==> src/rtl/booth_pkg.sv <==
// Shared types and constants for the Booth multiplier sequencer.
// Holds the state encoding, control-bit indices and default widths.
package booth_pkg;

   localparam int COUNTER_BITS_DEF = 3;
   localparam int CTRL_WIDTH_DEF   = 8;

   localparam int C_INIT  = 0;
   localparam int C_LOADQ = 1;
   localparam int C_ADD   = 2;
   localparam int C_SUB   = 3;
   localparam int C_SHR   = 4;
   localparam int C_DUMPA = 5;
   localparam int C_DUMPQ = 6;

   typedef enum logic [3:0] {
      IDLE   = 4'd0,
      LOAD_M = 4'd1,
      LOAD_Q = 4'd2,
      TEST   = 4'd3,
      SHIFT  = 4'd4,
      CHECK  = 4'd5,
      OUT_A  = 4'd6,
      OUT_Q  = 4'd7,
      DONE   = 4'd8
   } state_t;

endpackage

==> src/rtl/booth_sequencer.sv <==
// Control FSM for a radix-2 Booth multiplier datapath.
// Sequences load, add/sub/shift iterations and result dump.
module booth_sequencer
   import booth_pkg::*;
#(
   parameter int COUNTER_BITS = COUNTER_BITS_DEF,
   parameter int CTRL_WIDTH   = CTRL_WIDTH_DEF
) (
   input  logic                    clk,
   input  logic                    rst,
   input  logic                    beginsig,
   input  logic                    locksig,
   input  logic [1:0]              q_pair,
   input  logic [COUNTER_BITS-1:0] count,
   output logic [CTRL_WIDTH-1:0]   control,
   output logic                    endsig,
   output logic                    busy
);

   state_t state;
   state_t state_nx;

   always_ff @(posedge clk or posedge rst) begin
      if (rst) begin
         state <= IDLE;
      end else begin
         state <= state_nx;
      end
   end

   always_comb begin
      state_nx = IDLE;
      control  = '0;
      case (state)
         IDLE: begin
            if (beginsig && !locksig) begin
               state_nx = LOAD_M;
            end else begin
               state_nx = IDLE;
            end
         end
         LOAD_M: begin
            state_nx        = LOAD_Q;
            control[C_INIT] = 1'b1;
         end
         LOAD_Q: begin
            state_nx         = TEST;
            control[C_LOADQ] = 1'b1;
         end
         TEST: begin
            state_nx = SHIFT;
            // Booth pair {Q0, Q-1}: 01 adds M, 10 subtracts M
            case (q_pair)
               2'b01: begin
                  control[C_ADD] = 1'b1;
               end
               2'b10: begin
                  control[C_ADD] = 1'b1;
                  control[C_SUB] = 1'b1;
               end
               default: begin
                  control = '0;
               end
            endcase
         end
         SHIFT: begin
            state_nx       = CHECK;
            control[C_SHR] = 1'b1;
         end
         CHECK: begin
            // counter wraps to zero after the last shift
            if (count == '0) begin
               state_nx = OUT_A;
            end else begin
               state_nx = TEST;
            end
         end
         OUT_A: begin
            state_nx         = OUT_Q;
            control[C_DUMPA] = 1'b1;
         end
         OUT_Q: begin
            state_nx         = DONE;
            control[C_DUMPQ] = 1'b1;
         end
         DONE: begin
            if (beginsig) begin
               state_nx = DONE;
            end else begin
               state_nx = IDLE;
            end
         end
         default: begin
            state_nx = IDLE;
         end
      endcase
   end

   assign endsig = (state == DONE);
   assign busy   = (state != IDLE) && (state != DONE);

endmodule

==> config.mk <==
export PLATFORM = sky130hd
export DESIGN_NAME = booth_sequencer
export DESIGN_NICKNAME = d
export VERILOG_FILES = /design/src/rtl/booth_pkg.sv /design/src/rtl/booth_sequencer.sv
export SDC_FILE = /design/constraint.sdc
export NUM_CORES = 1
export LEC_CHECK = 0
export ABC_AREA = 0
export CAP_MARGIN = 0
export CORE_AREA = 2 2 39 41
export CTS_CLUSTER_DIAMETER = 80
export DETAILED_ROUTE_END_ITERATION = 10
export DIE_AREA = 0 0 41 43
export DONT_BUFFER_PORTS = 1
export GPL_ROUTABILITY_DRIVEN = 0
export PLACE_DENSITY = 0.34
export SYNTH_ARGS = -nofsm -noshare
export SYNTH_HDL_FRONTEND = slang
export SYNTH_SLANG_ARGS = --single-unit
==> constraint.sdc <==
create_clock -name clk -period 2.4 [get_ports clk]
set_input_delay 0.36 -clock clk [delete_from_list [all_inputs] [get_ports clk]]
set_output_delay 0.36 -clock clk [all_outputs]
set_load 0.05 [all_outputs]
Yosys cells after proc, flatten, opt, wreduce, memory -nomap -nowiden. Cells that the tools add are included.

Register bits after elaboration: 4. Input port bits: 9. Output and inout bits: 10. Word-level logic and storage cells: 31.

Equality and inequality tests: 11. Mux-type cells: 12. Reduce and logical (&&, ||, !) cells: 7.

Operators by type and width (count): $pmux W4 S9 (1); $eq A4 B3 Y1 const B (4); $eq A4 B2 Y1 const B (2); $mux W1 (8); $eq A4 B1 Y1 const B (1); $eq A4 B4 Y1 const B (1); $logic_not A4 Y1 (1); $mux W4 (1); $ne A4 B4 Y1 const B (1); $reduce_bool A4 Y1 (1); $logic_not A3 Y1 (1); $mux W3 (1); $eq A2 B1 Y1 const B (1); $eq A2 B2 Y1 const B (1); $logic_and A1 B1 Y1 (2); $mux W2 (1); $reduce_or A2 Y1 (1); $logic_not A1 Y1 (1).

Logic depth before layout (Yosys ltp).
Depth in word-level cells: 4. Depth in mapped cells: 4. Depth with buffers taken out: 3.

Worst setup path after synthesis. OpenSTA, ideal clock, no wires.

Path kind: reg2out. Start point: register state[3]. End point: output control[3]. Data arrival time: 2.200 ns. Data required time: 2.040 ns. Setup slack: -0.160 ns. Cell stages (with the launch flop): 3. Buffers on the path: 1. Path through: dfrtp_1 clkbuf_1 nor4b_1.

Word-level cells in the longest chain between the ends: 2.

RTL lines: from (decl) (RTL line booth_sequencer.sv:20) `state_t state;`; from (signal assigned) (RTL line booth_sequencer.sv:27) `state <= state_nx;`; $eq A4 B2 Y1 (RTL line booth_sequencer.sv:34) `case (state)`; $mux W2 (RTL line booth_sequencer.sv:34); to (decl) (RTL line booth_sequencer.sv:15) `output logic [CTRL_WIDTH-1:0] control,`.

Every way passes these cells.

Worst setup path after layout.
Start point: register state[2]. End point: output endsig.

Word-level cells in the longest chain between the ends: 1.

RTL lines: $eq A4 B4 Y1 (RTL line booth_sequencer.sv:99) `assign endsig = (state == DONE);`; to (decl) (RTL line booth_sequencer.sv:16) `output logic endsig,`.

Every way passes these cells.

==> flow_summary.toml <==
[pwr]
p_int_uw = 264
p_per_area_mw_per_mm2 = 1580
power_leakage_nw = 0.187
sw_frac_of_total = 0.569
p_switching_uw = 349
clkPwrFrac = 0.132
peakVddDrop_mv = 0.433
seq_power_share = 0.276
p_comb_frac = 0.592

[placed_design]
postPlaceCellArea_um2 = 355
dp_hpwl_um = 545
io_buffers = 0

[worst_setup_path]
criticalPathCategory = "reg -> out"
cp-end-kind = "primary output"
worstPathMaxFanout = 10
start_kind = "flip-flop"
cp.arrival_ps = 1770
worstPathRequired_ps = 2040
cp_slowest_cell = "or3_2"
path_cells = "or3_2, nor2_1, buf_4"
critPathMaxStageDelay_ps = 630

[sta]
rsz0062_at_grt = "no"
max_freq_mhz = 470
finalHoldViolations = 0
setup_viol = 0
clock_skew_ps = 1.45
layout_worst_path_cycle_share = 0.887
min_period_ps = 2130
totalNegativeSetupSlack_ps = 0
drv_slew = 0

[clock_tree]
cts_buffer_depth = 2
cts_root_buffer = "clkbuf_4"
clk_latency_ps = 230
clkTransAtPathRegs_ps = 40
clkSinkCount = 4
htree_levels = 1
cts_tree = "done"
numCtsBuffers = 3

[final_layout]
stdcell_area_um2 = 388
antennaDiodeCount = 0
syn_to_final_growth_pct = 39.0
nets = 57
largest_register_ffs = 4
reg.largest.list = "state: 4 flops"
regMostFlops = "state"
drive_gt1_frac = 0.311

[global_route]
antenna_found_initial = 0
gr-usage-met1 = 0.116
first_global_vias = 245
top_usage_layer = "met1"
met3_usage = 0.0681
grt_pass1_wl_um = 986
grt_util_met2 = 0.100
grt_max_degree = 11
overflow = 0
track_usage = 0.0874

[logic_synthesis]
syn_avg_cell_area_um2 = 7.75
synth-edff-count = 0
ys_types = 21
synth_nets = 46
yosysWarnings = 0
yosysSeqAreaShare = 0.359
ys_seq_elements = 4
yosysTopAreaCell = "dfrtp_1"
async_flop_share = 1.00
synth_top_cell_area_share = 0.359
syn_area_um2 = 279
synth_most_common_cell = "inv_1"
synth_common_cells = "inv_1, dfrtp_1"
synth_cells = 36
synthFlopType = "dfrtp_1"
ys_top_cells_by_area = "dfrtp_1, inv_1, a21oi_1"

[floorplan]
die_area_mm2 = 0.00176
fp.coreArea_mm2 = 0.00138
io_pins = 19
fp.dieW_um = 41
die_height_um = 43
initial_utilization = 0.202
rows = 14

[route]
first_iter_violations = 8
via_per_inst = 4.54
ant_nets = 0
route.detailed.drc = 0
drt-pass1-iter-count = 4
wl_per_cell_um = 11.2
wirelength_um = 684
dr_total_vias = 277

[status]
status = "completed"

[job]
max-cap-violations = 0

[min_path]
hold_path_class = "in -> reg"
[critical path: cells and delay by family, from the launching register on]
| family | cells | cell delay [ps] |
|---|---|---|
| flops | 1 | 490 |
| buf+inv | 1 | 220 |
| simple gates | 2 | 810 |
[path summary, 6_finish.rpt]
kind                       slack [ps]  endpoint  startpoint  cells past startpoint
setup / recovery                  270    endsig    state[2]                      3
hold / removal                    250  state[3]    beginsig                      1
setup reg to reg                  890  state[3]    state[2]                      3
hold reg to reg                   580  state[2]    state[0]                      1
max in group asynchronous        1800  state[0]         rst                      2
min in group asynchronous         450  state[2]         rst                      2
[placed cells by master (no fill, tap or decap), drive strengths merged]
cell type	synthesis	final
dfrtp	4	4
buf	2	8
nand2b	1	1
nor2b	1	1
inv	5	5
nor3	3	3
conb	1	1
a21o	1	1
or4	1	1
nor4b	1	1
dlygate4sd3	0	1
a311oi	1	1
nor2	3	3
nand2	3	3
ha	1	1
or3	1	1
a21oi	3	3
o311ai	1	1
clkbuf	1	3
o31ai	1	1
nor4	1	1
[area by class of cell]
type | count | area, um2
fillers | 159 | 996
multi-input cells | 24 | 156
flip-flops and latches | 4 | 100
repair buffers | 9 | 70.1
clock buffers | 3 | 22.5
well taps | 16 | 20.0
inverters | 5 | 18.8
[power by group through the flow]
| stage | registers (mW) | clock network [mW] | logic, mW |
|---|---|---|---|
| floorplan | 0.125 | 0 | 0.326 |
| global placement | 0.171 | 0 | 0.369 |
| detailed placement | 0.171 | 0 | 0.365 |
| CTS | 0.170 | 0.0846 | 0.367 |
| global route | 0.181 | 0.0917 | 0.387 |
| finish | 0.169 | 0.0812 | 0.363 |
[timing repair]
| item | in CTS | in global routing |
|---|---|---|
| resized for setup | 0 | 0 |
| buffers inserted | 0 | 0 |
| hold buffers | 1 | 0 |
| hold endpoints to repair | 4 | 0 |
[metal layers]
layer / up-vias / routed length [um]
li1: 142 / -
met1: 122 / 298
met2: 13 / 312
met3: 0 / 73
met4: 0 / 0
met5: - / 0
[stage by stage]
step	utilization	worst slack, ps	hold slack, ps	cells	total power, mW
detailed placement	0.257	515	142	57	0.536
floorplan	-	219	126	36	0.451
global placement	0.257	531	140	57	0.540
finish	0.280	272	254	61	0.613
global route	0.280	174	250	61	0.659
CTS	0.280	262	246	61	0.622
[kinds of logic (layout without fill, tap and decap cells)]
logic type	count (synthesis)	in the layout	synth area share
adder cells (fa/ha/maj)	1	1	0.0448
flip-flops	4	4	0.359
AO/OA/AOI/OAI	7	7	0.170
buffers and inverters	8	17	0.126
AND/OR/NAND/NOR	15	15	0.287
other	1	1	0.0134
No activity file was read; power rests on OpenSTA's default activity.
==> patch 1: new RTL, config.mk and constraints unchanged <==
Add an input register stage for `q_pair`, without a reset; this delays it by one clock. The other inputs are not delayed to match.
--- a/src/rtl/booth_sequencer.sv
+++ b/src/rtl/booth_sequencer.sv
@@ -16,6 +16,12 @@
    output logic                    endsig,
    output logic                    busy
 );
+
+   logic [1:0] q_pair_q;
+
+   always_ff @(posedge clk) begin
+      q_pair_q <= q_pair;
+   end
 
    state_t state;
    state_t state_nx;
@@ -50,7 +56,7 @@
          TEST: begin
             state_nx = SHIFT;
             // Booth pair {Q0, Q-1}: 01 adds M, 10 subtracts M
-            case (q_pair)
+            case (q_pair_q)
                2'b01: begin
                   control[C_ADD] = 1'b1;
                end
Behaviour: not the same (a bounded check fails within 4 cycles, from zero or initial values and one cycle with rst high).
==> patch 1 against the unedited design <==
Total power increased by 8.5%; cell area grew 10%; register-to-register slack worse by 0.18 ns; routed wire length is 15% higher; non-clock buffer count did not move; count of clock-buffer cells in the layout stayed put; synthesized area increased by 14%; sequential cell count up 2; global-route usage grew 3.2 points; setup slack improved by 0.051 ns; fmax up 2.4%; die area stayed put; final cell count up 3.3%; critical path type unchanged.
==> patch 1: results (changes against the unedited design) <==
| Metric | Value |
|---|---|
| Finished Cell Area | 427.9 um2 (was 387.9 um2) |
| Peak supply drop | 0.5705 mV (was 0.4326 mV) |
| Worst r2r path cells | 4 (was 3) |
| Final wirelength | 788 um (was 684 um) |
| Final Skew | 0.003919 ns (was 0.001447 ns) |
| Syn nets | 48 (was 46) |
| First-pass GRT wire length | 1352 um (was 986 um) |
| Worst Hold Depth | 0 (was 1) |
| DR top layer | met4 (was met3) |
| FF+latch count, synth | 6 (was 4) |
| Synth async-reset ratio | 66.67% (was 100.0%) |
| Dpl cell area | 395.4 um2 (was 355.3 um2) |
| M1 WL | 342 um (was 298 um) |
| Metal3 WL | 29 um (was 73 um) |
| Synth top area cells | dfrtp_1 (31%), dfxtp_1 (13%), inv_1 (5.9%) (was dfrtp_1 (36%), inv_1 (6.7%), a21oi_1 (5.4%)) |
| Signal buf overhead | 16.37% (was 18.06%) |
| Cell variety after synth | 22 (was 21) |
| Seq/total area | 32.75% (was 25.81%) |
| CTS root buffer | clkbuf_4 (unchanged) |
| Number of global-route vias before repair | 322 (was 245) |
| Hold path start | q_pair[0] (was beginsig) |
| Arrival @ worst endpoint | 1.72 ns (was 1.77 ns) |
| Detail Placement HPWL | 632 um (was 544.6 um) |
| Largest registers | state: 4 flops, q_pair_q: 2 flops (was state: 4 flops) |
| Final min period | 2.077 ns (was 2.128 ns) |
| DR WL met2 | 396 um (was 312 um) |
| Status | finished clean (unchanged) |
| Register area share after synthesis | 43.92% (was 35.87%) |
| Hold EP | q_pair_q[0]$_DFF_P_ (was state[3]$_DFF_PP0_) |
| Final Hold Fails | 0 (unchanged) |
| Total Routing Usage GR | 11.92% (was 8.744%) |
| R2R Setup Slk | 0.71 ns (was 0.89 ns) |
| FILL cells | 154 (was 159) |
| # nets final | 59 (was 57) |
| Reg-to-reg startpoint | state[2]$_DFF_PP0_ (unchanged) |
| Slowest cell on crit path | or3_2 (unchanged) |
| Ratio of cells with drive above 1 in the final layout | 29.79% (was 31.11%) |
| Multi-input gate share of total cell area | 36.55% (was 40.32%) |
| Via density per instance | 4.619 (was 4.541) |
| Crit path max-delay family | simple AND/OR/NAND/NOR gates (unchanged) |
| Clock-cell share of area | 5.263% (was 5.806%) |
| Detailed router's first-iteration violation count | 3 (was 8) |
| Min-Delay Path Class | input port to flip-flop (unchanged) |
| Synth-to-layout area growth | 34.12% (was 39.01%) |
## patch 1: worst max-delay path by stage
stage          endpoint               start
5_1_grt          endsig  state[2]$_DFF_PP0_
6_report         endsig  state[2]$_DFF_PP0_
3_5_place_dp     endsig  state[2]$_DFF_PP0_
2_1_floorplan    endsig  state[2]$_DFF_PP0_
4_1_cts          endsig  state[2]$_DFF_PP0_
3_3_place_gp     endsig  state[2]$_DFF_PP0_
## patch 1: cells by family (layout without fill, tap and decap cells)
| kind of cell | count (synthesis) | after routing | share of synthesized area (%) |
|---|---|---|---|
| adder cells (fa/ha/maj) | 1 | 1 | 3.921 |
| flip-flops | 6 | 6 | 43.92 |
| other | 1 | 1 | 1.175 |
| AND/OR/NAND/NOR | 15 | 15 | 25.10 |
| AO/OA/AOI/OAI | 7 | 7 | 14.90 |
| buffers and inverters | 8 | 17 | 10.98 |
## patch 1: routing by layer
metal	vias to the layer above	track usage [%]
li1	148	-
met1	131	14.43
met2	10	16.56
met3	2	1.571
met4	0	12.00
met5	-	0
## patch 1: metrics by stage
| stage | total power, mW | hold slack (ns) | cells | setup WS, ns |
|---|---|---|---|---|
| floorplan | 0.4870 | 0.1261 | 38 | 0.2191 |
| global placement | 0.5697 | 0.1410 | 59 | 0.5952 |
| detailed placement | 0.5786 | 0.1400 | 59 | 0.5666 |
| global route | 0.7076 | 0.1342 | 63 | 0.2327 |
| CTS | 0.6726 | 0.1340 | 63 | 0.3080 |
| finish | 0.6654 | 0.1446 | 63 | 0.3226 |
## patch 1: report_power, final
| group | switching, mW | internal [mW] |
|---|---|---|
| sequential | 0.0735 | 0.135 |
| clock | 0.0327 | 0.0563 |
| combinational | 0.260 | 0.109 |
| total | 0.366 | 0.300 |
==> patch 2: new RTL, config.mk and constraints unchanged <==
Without the edit above. The package constant `COUNTER_BITS_DEF` goes from 3 to 5.
--- a/src/rtl/booth_pkg.sv
+++ b/src/rtl/booth_pkg.sv
@@ -2,7 +2,7 @@
 // Holds the state encoding, control-bit indices and default widths.
 package booth_pkg;
 
-   localparam int COUNTER_BITS_DEF = 3;
+   localparam int COUNTER_BITS_DEF = 5;
    localparam int CTRL_WIDTH_DEF   = 8;
 
    localparam int C_INIT  = 0;
Ports: changed (resized count); port bits go from 19 to 21. The function was not compared with the original's and may differ.
==> patch 2 against the unedited design <==
Critical path depth unchanged; first-iteration DRC count decreased by 50%; global-route usage increased by 1.5 points; total power increased by 6.1%; clock skew increased by 0.0025 ns; synthesized cell count increased by 5.6%; cell area increased by 6.1%; synthesized area increased by 7.2%; count of clock-buffer cells in the layout unchanged; setup slack improved by 0.30 ns; routed wire length increased by 5.6%; sequential cell count unchanged; die area unchanged; non-clock buffer count increased by 1; critical path type unchanged; highest routed layer is now met4.
==> patch 2: results (changes against the unedited design) <==
| Metric | Value |
|---|---|
| Reg-to-reg startpoint | state[3]$_DFF_PP0_ (was state[2]$_DFF_PP0_) |
| Largest net degree at the start of global routing | 11 (unchanged) |
| Hold EP | state[3]$_DFF_PP0_ (unchanged) |
| Peak supply drop | 0.4449 mV (was 0.4326 mV) |
| CTS root buffer | clkbuf_4 (unchanged) |
| Detail Placement HPWL | 570.1 um (was 544.6 um) |
| Status | finished clean (unchanged) |
| # nets final | 61 (was 57) |
| CP Max Fanout | 8 (was 10) |
| Arrival @ worst endpoint | 1.46 ns (was 1.77 ns) |
| Clock-net power | 0.0830 mW (was 0.0812 mW) |
| First-pass GRT wire length | 1138 um (was 986 um) |
| Synth Area in Adders | 4.184% (was 4.484%) |
| Leakage | 0.1952 nW (was 0.1867 nW) |
| Slowest cell on crit path | dfrtp_1 (was or3_2) |
| Peak per-stage delay on the critical path | 0.45 ns (was 0.63 ns) |
| Final Skew | 0.003990 ns (was 0.001447 ns) |
| Most used DFF post-synth | dfrtp_1 (unchanged) |
| Ratio of cells with drive above 1 in the final layout | 34.04% (was 31.11%) |
| Register area share after synthesis | 33.47% (was 35.87%) |
| DRT Pass-1 Iters | 4 (unchanged) |
| Total Routing Usage GR | 10.27% (was 8.744%) |
| Sw frac | 56.24% (was 56.93%) |
| Synth top area cells | dfrtp_1 (33%), nand2b_1 (6.3%), nor2_1 (6.3%) (was dfrtp_1 (36%), inv_1 (6.7%), a21oi_1 (5.4%)) |
| Detailed router's first-iteration violation count | 4 (was 8) |
| Worst r2r path cells | 4 (was 3) |
| Clk network pwr share | 12.8% (was 13.2%) |
| Cell variety after synth | 22 (was 21) |
| Commonest cells post-synth | nor2_1 (5), dfrtp_1 (4), inv_1 (3), nand2b_1 (3), nor3_1 (3) (was inv_1 (5), dfrtp_1 (4)) |
| Number of global-route vias before repair | 268 (was 245) |
| R2R Setup Slk | 1.12 ns (was 0.89 ns) |
| Combinational logic power | 0.390 mW (was 0.363 mW) |
| Worst Hold Depth | 1 (unchanged) |
| WL/cell | 11.46 um (was 11.21 um) |
| FILL cells | 161 (was 159) |
| DR vias | 297 (was 277) |
| Syn nets | 50 (was 46) |
| Compound-Gate Fraction of Synth Area | 14.23% (was 17.04%) |
==> patch 2: per-layer routing <==
metal / global-route usage (%) / wire, um / up-vias
met4: 12.00 / 13 / 0
met2: 13.13 / 353 / 16
met1: 12.34 / 289 / 132
li1: - / - / 147
met5: 0 / 0 / -
met3: 2.094 / 65 / 2
==> patch 2: stage by stage <==
step | worst slack (ns) | hold slack [ns] | utilization, % | cell area [um2] | std cells
3_3_place_gp | 0.8489 | 0.1373 | 27.40 | 379.1 | 59
5_1_grt | 0.4890 | 0.2636 | 29.75 | 411.6 | 63
4_1_cts | 0.5560 | 0.2639 | 29.75 | 411.6 | 63
6_report | 0.5762 | 0.2715 | 29.75 | 411.6 | 63
2_1_floorplan | 0.1722 | 0.1261 | - | 311.5 | 38
3_5_place_dp | 0.8319 | 0.1462 | 27.40 | 379.1 | 59
==> patch 2: worst max-delay path by stage <==
stage,start,to,slack (ns),cells past startpoint
6_report,state[0]$_DFF_PP0_,endsig,0.58,3
5_1_grt,state[1]$_DFF_PP0_,endsig,0.49,3
4_1_cts,state[0]$_DFF_PP0_,endsig,0.56,3
3_5_place_dp,state[0]$_DFF_PP0_,endsig,0.83,3
3_3_place_gp,state[0]$_DFF_PP0_,endsig,0.85,3
2_1_floorplan,state[2]$_DFF_PP0_,endsig,0.17,3
==> patch 2: worst register-to-register path, stage by stage (launching register included) <==
cell	delay (ns)
dfrtp_1	0.54
nand2b_1	0.20
nor2_1	0.05
buf_4	0.19
a21o_1	0.17
==> patch 2: layout make-up <==
class	count	area share, %
Multi-Input combinational cell	27	43.77
Sequential cell	4	24.32
Timing Repair Buffer	10	18.84
Clock buffer	3	5.471
Tap cell	16	4.863
Inverter	3	2.736
